[config.mk]
export PLATFORM = sky130hd
export DESIGN_NAME = seg7_scan_driver
export DESIGN_NICKNAME = d
export VERILOG_FILES = /design/src/rtl/seg7_pkg.sv /design/src/rtl/seg7_glyph.sv /design/src/rtl/seg7_scan_driver.sv
export SDC_FILE = /design/constraint.sdc
export NUM_CORES = 1
export LEC_CHECK = 0
export CAP_MARGIN = 15
export CORE_ASPECT_RATIO = 0.6
export CORE_MARGIN = 2
export CORE_UTILIZATION = 55
export DETAILED_ROUTE_END_ITERATION = 8
export PLACE_DENSITY = 0.88
export SLEW_MARGIN = 20
export SYNTH_ARGS = -nofsm -noshare
export SYNTH_HDL_FRONTEND = slang
export SYNTH_SLANG_ARGS = --single-unit
export TNS_END_PERCENT = 50
[constraint.sdc]
create_clock -name CLK -period 4 [get_ports CLK]
set_clock_uncertainty 0.05 [all_clocks]
set_input_delay 1.2 -clock CLK [delete_from_list [all_inputs] [get_ports CLK]]
set_output_delay 1.2 -clock CLK [all_outputs]
set_load 0.05 [all_outputs]
[src/rtl/seg7_pkg.sv]
// Shared constants for the 7-segment scan driver: active-low glyph patterns
// ordered {a,b,c,d,e,f,g,dp} and the bit position of each segment.
package seg7_pkg;

    typedef logic [7:0] seg_t;

    localparam int SEG_A_BIT  = 7;
    localparam int SEG_B_BIT  = 6;
    localparam int SEG_C_BIT  = 5;
    localparam int SEG_D_BIT  = 4;
    localparam int SEG_E_BIT  = 3;
    localparam int SEG_F_BIT  = 2;
    localparam int SEG_G_BIT  = 1;
    localparam int SEG_DP_BIT = 0;

    // dp bit is left at 1 (off) in every glyph; it is applied separately
    localparam seg_t SEG_0 = 8'h03;
    localparam seg_t SEG_1 = 8'h9F;
    localparam seg_t SEG_2 = 8'h25;
    localparam seg_t SEG_3 = 8'h0D;
    localparam seg_t SEG_4 = 8'h99;
    localparam seg_t SEG_5 = 8'h49;
    localparam seg_t SEG_6 = 8'h41;
    localparam seg_t SEG_7 = 8'h1F;
    localparam seg_t SEG_8 = 8'h01;
    localparam seg_t SEG_9 = 8'h09;
    localparam seg_t SEG_A = 8'h11;
    localparam seg_t SEG_B = 8'hC1;
    localparam seg_t SEG_C = 8'h63;
    localparam seg_t SEG_D = 8'h85;
    localparam seg_t SEG_E = 8'h61;
    localparam seg_t SEG_F = 8'h71;

    localparam seg_t SEG_BLANK = 8'hFF;

endpackage

[src/rtl/seg7_glyph.sv]
// Combinational 4-bit value to active-low segment decoder with optional hex
// glyphs, blanking and a decimal point that survives blanking.
module seg7_glyph
    import seg7_pkg::*;
(
    input  logic [3:0] v,
    input  logic       dp,
    input  logic       blank,
    input  logic       hex_en,
    output logic [7:0] seg
);

    seg_t glyph;

    always_comb begin
        glyph = SEG_BLANK;
        case (v)
            4'h0: glyph = SEG_0;
            4'h1: glyph = SEG_1;
            4'h2: glyph = SEG_2;
            4'h3: glyph = SEG_3;
            4'h4: glyph = SEG_4;
            4'h5: glyph = SEG_5;
            4'h6: glyph = SEG_6;
            4'h7: glyph = SEG_7;
            4'h8: glyph = SEG_8;
            4'h9: glyph = SEG_9;
            4'hA: glyph = hex_en ? SEG_A : SEG_BLANK;
            4'hB: glyph = hex_en ? SEG_B : SEG_BLANK;
            4'hC: glyph = hex_en ? SEG_C : SEG_BLANK;
            4'hD: glyph = hex_en ? SEG_D : SEG_BLANK;
            4'hE: glyph = hex_en ? SEG_E : SEG_BLANK;
            4'hF: glyph = hex_en ? SEG_F : SEG_BLANK;
        endcase
    end

    always_comb begin
        seg             = blank ? SEG_BLANK : glyph;
        seg[SEG_DP_BIT] = ~dp;
    end

endmodule

[src/rtl/seg7_scan_driver.sv]
// Time-multiplexed common-anode display driver: prescaled digit scan, frame
// snapshot of the inputs, leading-zero blanking and one dead cycle per slot.
module seg7_scan_driver
    import seg7_pkg::*;
#(
    parameter int DIGITS        = 4,
    parameter int REFRESH_DIV   = 50000,
    parameter bit HEX_EN        = 1'b1,
    parameter bit AN_ACTIVE_LOW = 1'b1
)(
    input  logic                  CLK,
    input  logic                  RST,
    input  logic                  EN,
    input  logic [4*DIGITS-1:0]   D,
    input  logic [DIGITS-1:0]     DP,
    input  logic                  LZ_SUPPRESS,
    output logic [7:0]            SEG,
    output logic [DIGITS-1:0]     AN
);

    localparam int CW = $clog2(REFRESH_DIV);
    localparam int IW = (DIGITS > 1) ? $clog2(DIGITS) : 1;

    localparam logic [CW-1:0]     CNT_LAST = CW'(REFRESH_DIV - 1);
    localparam logic [IW-1:0]     IDX_LAST = IW'(DIGITS - 1);
    localparam logic [DIGITS-1:0] AN_OFF   = AN_ACTIVE_LOW ? {DIGITS{1'b1}} : {DIGITS{1'b0}};

    // LOAD captures the snapshot, PRIME opens digit 0's slot with its dead cycle
    localparam logic [1:0] ST_LOAD  = 2'd0;
    localparam logic [1:0] ST_PRIME = 2'd1;
    localparam logic [1:0] ST_RUN   = 2'd2;

    logic [1:0]            state_reg,   state_next;
    logic [CW-1:0]         cnt_reg,     cnt_next;
    logic [IW-1:0]         idx_reg,     idx_next;
    logic [4*DIGITS-1:0]   snap_d_reg,  snap_d_next;
    logic [DIGITS-1:0]     snap_dp_reg, snap_dp_next;
    logic                  snap_lz_reg, snap_lz_next;
    logic [7:0]            seg_reg,     seg_next;
    logic [DIGITS-1:0]     an_reg,      an_next;

    logic                  tick;
    logic                  load_snap;
    logic [3:0]            digit_next [DIGITS];
    logic [DIGITS-1:0]     lz_blank;
    logic [DIGITS-1:0]     an_onehot;
    logic [3:0]            cur_v;
    logic                  cur_dp;
    logic                  cur_blank;
    logic [7:0]            glyph_seg;

    assign tick = (cnt_reg == CNT_LAST);

    always_comb begin
        state_next = state_reg;
        cnt_next   = cnt_reg;
        idx_next   = idx_reg;
        load_snap  = 1'b0;
        case (state_reg)
            ST_LOAD: begin
                load_snap  = 1'b1;
                cnt_next   = '0;
                idx_next   = '0;
                state_next = ST_PRIME;
            end
            ST_PRIME: begin
                cnt_next   = '0;
                idx_next   = '0;
                state_next = ST_RUN;
            end
            default: begin
                if (tick) begin
                    cnt_next = '0;
                    if (idx_reg == IDX_LAST) begin
                        idx_next  = '0;
                        load_snap = 1'b1;
                    end else begin
                        idx_next = idx_reg + 1'b1;
                    end
                end else begin
                    cnt_next = cnt_reg + 1'b1;
                end
            end
        endcase
    end

    always_comb begin
        snap_d_next  = snap_d_reg;
        snap_dp_next = snap_dp_reg;
        snap_lz_next = snap_lz_reg;
        if (load_snap) begin
            snap_d_next  = D;
            snap_dp_next = DP;
            snap_lz_next = LZ_SUPPRESS;
        end
    end

    genvar gi;
    generate
        for (gi = 0; gi < DIGITS; gi++) begin : g_digit
            assign digit_next[gi] = snap_d_next[4*gi +: 4];
            assign an_onehot[gi]  = (idx_next == IW'(gi));
        end
    endgenerate

    // Walk from the most significant digit down; a digit is a leading zero
    // while every digit at or above it is zero. Digit 0 always shows.
    always_comb begin
        logic all_zero;
        all_zero = 1'b1;
        lz_blank = '0;
        for (int i = DIGITS - 1; i >= 0; i--) begin
            all_zero    = all_zero && (digit_next[i] == 4'd0);
            lz_blank[i] = snap_lz_next && (i != 0) && all_zero;
        end
    end

    // Decode from the post-edge slot so the glyph lands with the dead cycle
    assign cur_v     = digit_next[idx_next];
    assign cur_dp    = snap_dp_next[idx_next];
    assign cur_blank = lz_blank[idx_next];

    seg7_glyph u_glyph (
        .v      (cur_v),
        .dp     (cur_dp),
        .blank  (cur_blank),
        .hex_en (HEX_EN),
        .seg    (glyph_seg)
    );

    always_comb begin
        seg_next = glyph_seg;
        an_next  = AN_ACTIVE_LOW ? ~an_onehot : an_onehot;
        if (state_reg == ST_LOAD || !EN) begin
            seg_next = SEG_BLANK;
            an_next  = AN_OFF;
        end else if (cnt_next == '0) begin
            an_next = AN_OFF;
        end
    end

    always_ff @(posedge CLK) begin
        if (RST) begin
            state_reg   <= ST_LOAD;
            cnt_reg     <= '0;
            idx_reg     <= '0;
            snap_d_reg  <= '0;
            snap_dp_reg <= '0;
            snap_lz_reg <= 1'b0;
            seg_reg     <= SEG_BLANK;
            an_reg      <= AN_OFF;
        end else begin
            state_reg   <= state_next;
            cnt_reg     <= cnt_next;
            idx_reg     <= idx_next;
            snap_d_reg  <= snap_d_next;
            snap_dp_reg <= snap_dp_next;
            snap_lz_reg <= snap_lz_next;
            seg_reg     <= seg_next;
            an_reg      <= an_next;
        end
    end

    assign SEG = seg_reg;
    assign AN  = an_reg;

endmodule
After elaboration in Yosys (flattened, before gate mapping) --
Index checks and enable logic that the tools add are counted.
Storage, ports and cells: register bits after elaboration 53, bits of input ports 24, output and inout port bits 12, word-level logic and storage cells 76
Operators by class: $add $sub $neg 2, $lt $le $gt $ge 2, equality and inequality tests 21, mux-type cells 20, bitwise logic cells 3, reductions and logical operators 19
Operator list (count):
- one-hot mux 8 bit (16 select lines) | 1
- 2-to-1 mux 16 bit | 3
- == test 4 bit (second input constant) | 8
- adder 16 x 1 -> 16 bit (second input constant) | 1
- == test 16 bit (second input constant) | 1
- == test 4 x 3 -> 1 bit (second input constant) | 4
- zero test 16 bit | 1
- zero test 4 bit | 4
- 2-to-1 mux 4 bit | 3
- binary-select mux 4 bit (select 2 bit) | 1
- == test 4 x 2 -> 1 bit (second input constant) | 2
- == test 2 bit (second input constant) | 3
- 2-to-1 mux 2 bit | 3
- OR reduction 3 bit | 2
- logical AND 1 bit | 5
- 2-to-1 mux 1 bit | 5
- binary-select mux 1 bit (select 2 bit) | 2
- == test 2 x 1 -> 1 bit (second input constant) | 2
- == test 4 x 1 -> 1 bit (second input constant) | 1
- zero test 2 bit | 2
- inverter 4 bit | 1
- one-hot mux 2 bit (2 select lines) | 1
- OR reduction 2 bit | 2
- >= comparator 3 bit (second input constant) | 1
- other kinds (8) | 8

Logic depth before layout (Yosys ltp) --
depth after elaboration 12, gate-level depth with buffers 13, mapped depth without buffers 9

Cells and area by module --
Synthesis repeated with hierarchy kept, for this count alone.
Unflattened totals: cells, all modules 344, area total of the unflattened synthesis 2845.2 um^2
Modules (own cells, without submodules):
- seg7_scan_driver | times used 1, cells an instance 295, area each 2546.2 um^2, sequential area each 1061.0 um^2
- seg7_glyph | times used 1, cells an instance 49, area each 299.0 um^2, sequential area each 0.0 um^2

Least setup slack after synthesis --
OpenSTA, ideal clock, no wires.
kind register -> register, from register cnt_reg[0], to register seg_reg[7], in the netlist SEG[7], setup time 150 ps, data arrival time 2695 ps, required time 3800 ps, path slack 1105 ps, cell stages (with the launch flop) 13, path buffers 3, period minus slack after synthesis 2895 ps, cells stage by stage dfxtp_1 > ha_1 > and3_1 > buf_2 > and4_1 > buf_6 > mux2_4 > a2111oi_0 > or4_1 > buf_4 > xnor2_1 > mux2i_1 > o221ai_1
Between the ends: word-level cells in the longest chain between the ends 11, elaborated cells on any way between the ends 39, those cells by class 16 x eq/ne; 12 x mux; 1 x bitwise; 10 x reduce/logical
Ends and longest elaborated chain:
- start, declared | line seg7_scan_driver.sv:34 | logic [CW-1:0] cnt_reg, cnt_next;
- start signal, assigned | line seg7_scan_driver.sv:154 | cnt_reg <= cnt_next;
- == test 16 bit * | line seg7_scan_driver.sv:52 | assign tick = (cnt_reg == CNT_LAST);
- branches (longest 10 deep; another with 2-to-1 mux 16 bit)
- end signal, assigned | line seg7_scan_driver.sv:159 | seg_reg <= seg_next;
- end, declared | line seg7_scan_driver.sv:39 | logic [7:0] seg_reg, seg_next;
Every way passes the cells marked *. The select of a mux whose other input is x is not followed. A chain may end at the register's enable or synchronous reset.

Worst setup path in the final report --
Ends and elaborated chain as after synthesis.

==> results by group <==
Worst hold path
  – Min-Delay Path Class: reg2reg
  – Hold Crit Endpoint: snap_dp_reg[3]
  – Min-Delay Path Depth: 2
  – Hold Startpoint: snap_dp_reg[3]

Logic synthesis
  – Register area share after synthesis: 37.1%
  – Synthesized area: roughly 0.0029 mm2
  – Yosys warning count: 0
  – Syn nets: 360
  – Top-area cell type share of the netlist area: 37.1%
  – Most used DFF post-synth: dfxtp_1
  – Asr flop ratio synth: 0%
  – Count of different cell masters after synthesis: between 50 and 60
  – Synth Register Bits: 53
  – EDFF count, synth: 0
  – Area leader, netlist: dfxtp_1
  – Syn Area/Cell: around 8.6 um2
  – Top post-synthesis cells by area: dfxtp_1 37%, nor2_1 5.5%, nand2_1 4.9%, a21oi_1 4.4%, xnor2_1 4.3%
  – Cells after Synth: 334

Critical path
  – WS Path Type: reg2reg
  – CP Launch Type: register
  – Data required, critical path: approximately 4100 ps
  – Worst-path fanout max: 14
  – Crit path DAT: 3780 ps
  – CP endpoint kind: register
  – Worst R2R Setup Slack: 320 ps
  – Reg-to-reg endpoint: SEG[7]
  – Reg2Reg Depth: 9
  – Worst r2r src: cnt_reg[0]

Place
  – Gpl congestion: 0.877
  – DP Wirelength: around 5.3 mm
  – Placed instance count: approximately 420
  – Area after DPL: between 0.003 and 0.004 mm2
  – Port Buffers: 35

Finish
  – Design area: roughly 0.0033 mm2
  – Number of inserted diodes: 0
  – Syn-to-layout area delta: 15.7%
  – Share of post-route cells with drive strength above 1: under 10%
  – Layout Utilization: 65.7%
  – Fillcell total: roughly 430
  – Most frequent cells in the layout: 53 x dfxtp_1, 42 x nor2_1, 37 x nand2_1, 35 x clkdlybuf4s50_1, 25 x a21oi_1
  – Post-Layout Cell Count: 425
  – Total Nets Final: between 300 and 400
  – Commonest non-fill, non-tap cell in the layout: dfxtp_1

Routing
  – DRC viols: 0
  – Final WL: 7.21 mm
  – Initial DRC Count: ~270
  – DR WL/cell: roughly 17 um
  – Final ANT Viol Nets: 0
  – Via count: 2698
  – DR vias/cell: between 6 and 7
  – DRT Pass-1 Iters: 5

Timing
  – Achievable clock frequency: approximately 0.27 GHz
  – Final Cycle Share: 92.0%
  – Final Hold Fails: 0
  – Worst slew margin: between 30% and 40%
  – Max Slew Vio Count: 0
  – RSZ-0062 raised after global routing: no
  – Setup-failing EPs final: 0
  – Fin crit period: 3680 ps
  – Setup TNS: 0 ps
  – Worst-margin pin slew: ~1000 ps

Clocking
  – CTS clk-pin slew, worst paths: 90 ps
  – Clk sinks: 53
  – CTS tree: built
  – TritonCTS Buffers: 5
  – H-tree depth: 2
  – Hold buffers post-CTS: 0
  – Clock latency on the worst-skew pair: between 300 and 400 ps
  – # resized after CTS: 0
  – CTS Buffer Depth: 2
  – Root buffer cell: clkbuf_8
  – Setup Fix Bufs, Post-CTS: 0

Global routing
  – First-pass GRT wire length: 11.7 mm
  – Vias in the first global route: around 2400
  – Largest net degree at the start of global routing: 26
  – Initial antenna violation count: 0
  – Grt total ovfl: 0
  – All-Layer GR Usage: between 20% and 30%

Floorplanning
  – Core area: 0.00503 mm2
  – I/O pins: 36
  – DIE AREA: between 0.005 and 0.006 mm2
  – Die Wd: 97.1 um
  – Std-Cell Rows: 20
  – Die height: 59.8 um
  – Initial cell density of the core: 56.8%

Pwr
  – Register share of total power: about 46%
  – Leakage: approximately 1.2 nW
  – Internal power: 864 uW
  – VDD IR max: approximately 210 uV
  – Clock share of power: between 20% and 30%
  – Switching Share: a little under a third
  – Power per cell area: around 380 mW/mm2
  – P_sw: roughly 380 uW
  – Combinational power share: between 20% and 30%

Flow run
  – Max-cap viol count: 0

Status
  – Status: finished, final reports clean
-- layout make-up --
cell class | count | area, um2 | area share (%)
well taps | 66 | 82.6 | 2.50
flip-flops and latches | 53 | 1060 | 32.1
clock inverters | 2 | 38.8 | 1.17
clock buffers | 6 | 72.6 | 2.19
repair buffers | 41 | 395 | 12.0
inverters | 7 | 26.3 | 0.795
multi-input cells | 250 | 1630 | 49.3
-- worst max path at each step --
stage,startpoint,end,slack (ps),cells past startpoint
final,cnt_reg[0],SEG[7],320,9
after global routing,cnt_reg[0],SEG[7],70,9
after CTS,cnt_reg[0],SEG[5],340,9
after detailed placement,cnt_reg[0],SEG[5],350,9
after global placement,D[7],SEG[7],530,8
after floorplan,cnt_reg[0],SEG[7],1110,12
-- synthesized netlist by cell type (2+ instances only) --
master     count
and4_1         2
o21ai_1        2
buf_4          3
a311oi_1       2
nor4_2         2
mux2i_2        2
inv_1          7
and3_1        12
nor3_1         6
a2111oi_1      5
xor2_1         5
xnor2_1       14
nand2_1       37
ha_1           2
buf_6          6
a21boi_0      16
a31oi_1        2
buf_2          3
a2111oi_2      3
o221ai_1       5
nand4_1        5
and2_1         4
a2111oi_0      4
a41oi_1        5
a211oi_1       4
nand3_1       11
or4_1          3
mux2_4         2
nor2_1        42
dfxtp_1       53
a21oi_1       25
nor4_1         5
nor4_4         2
mux2i_1        5
clkbuf_1      12
-- stage by stage --
step / hold slack, ps / total power [mW] / setup slack, ps
4_1_cts: 412 / 1.24 / 335
6_report: 411 / 1.25 / 319
5_1_grt: 436 / 1.30 / 66.9
3_3_place_gp: 387 / 0.874 / 529
2_1_floorplan: 382 / 0.795 / 1110
3_5_place_dp: 394 / 0.882 / 351
-- logic make-up (layout without fill, tap and decap cells) --
| family | Yosys count | after routing | share of synthesized area (%) |
|---|---|---|---|
| AO/OA/AOI/OAI | 82 | 82 | 21.3 |
| XOR/XNOR | 19 | 19 | 5.82 |
| adder cells (fa/ha/maj) | 2 | 2 | 0.875 |
| buffers and inverters | 31 | 56 | 6.17 |
| flip-flops | 53 | 53 | 37.1 |
| multiplexers | 9 | 9 | 3.76 |
| AND/OR/NAND/NOR | 138 | 138 | 24.9 |
-- per-layer routing --
metal / wire, um / track usage, % / vias up
li1: - / - / 1265
met4: 31 / 5.23 / 0
met5: 0 / 0 / -
met2: 2950 / 35.9 / 151
met3: 758 / 7.95 / 4
met1: 3470 / 37.1 / 1278
-- power by group through the flow --
stage          sequential [mW]  clock (mW)  combinational (mW)
2_1_floorplan            0.606           0               0.189
3_3_place_gp             0.588           0               0.286
3_5_place_dp             0.589           0               0.293
4_1_cts                  0.577       0.368               0.294
5_1_grt                  0.581       0.387               0.329
6_report                 0.578       0.365               0.304
-- worst max-delay path, cell delays in order (launching register included) --
cell,delay (ps)
dfxtp_1,400
ha_1,260
and3_1,350
and4_1,410
mux2_4,420
a2111oi_0,900
nor4_4,230
xnor2_1,190
mux2i_1,160
o221ai_1,130
Power figures use the tool's default switching activity.
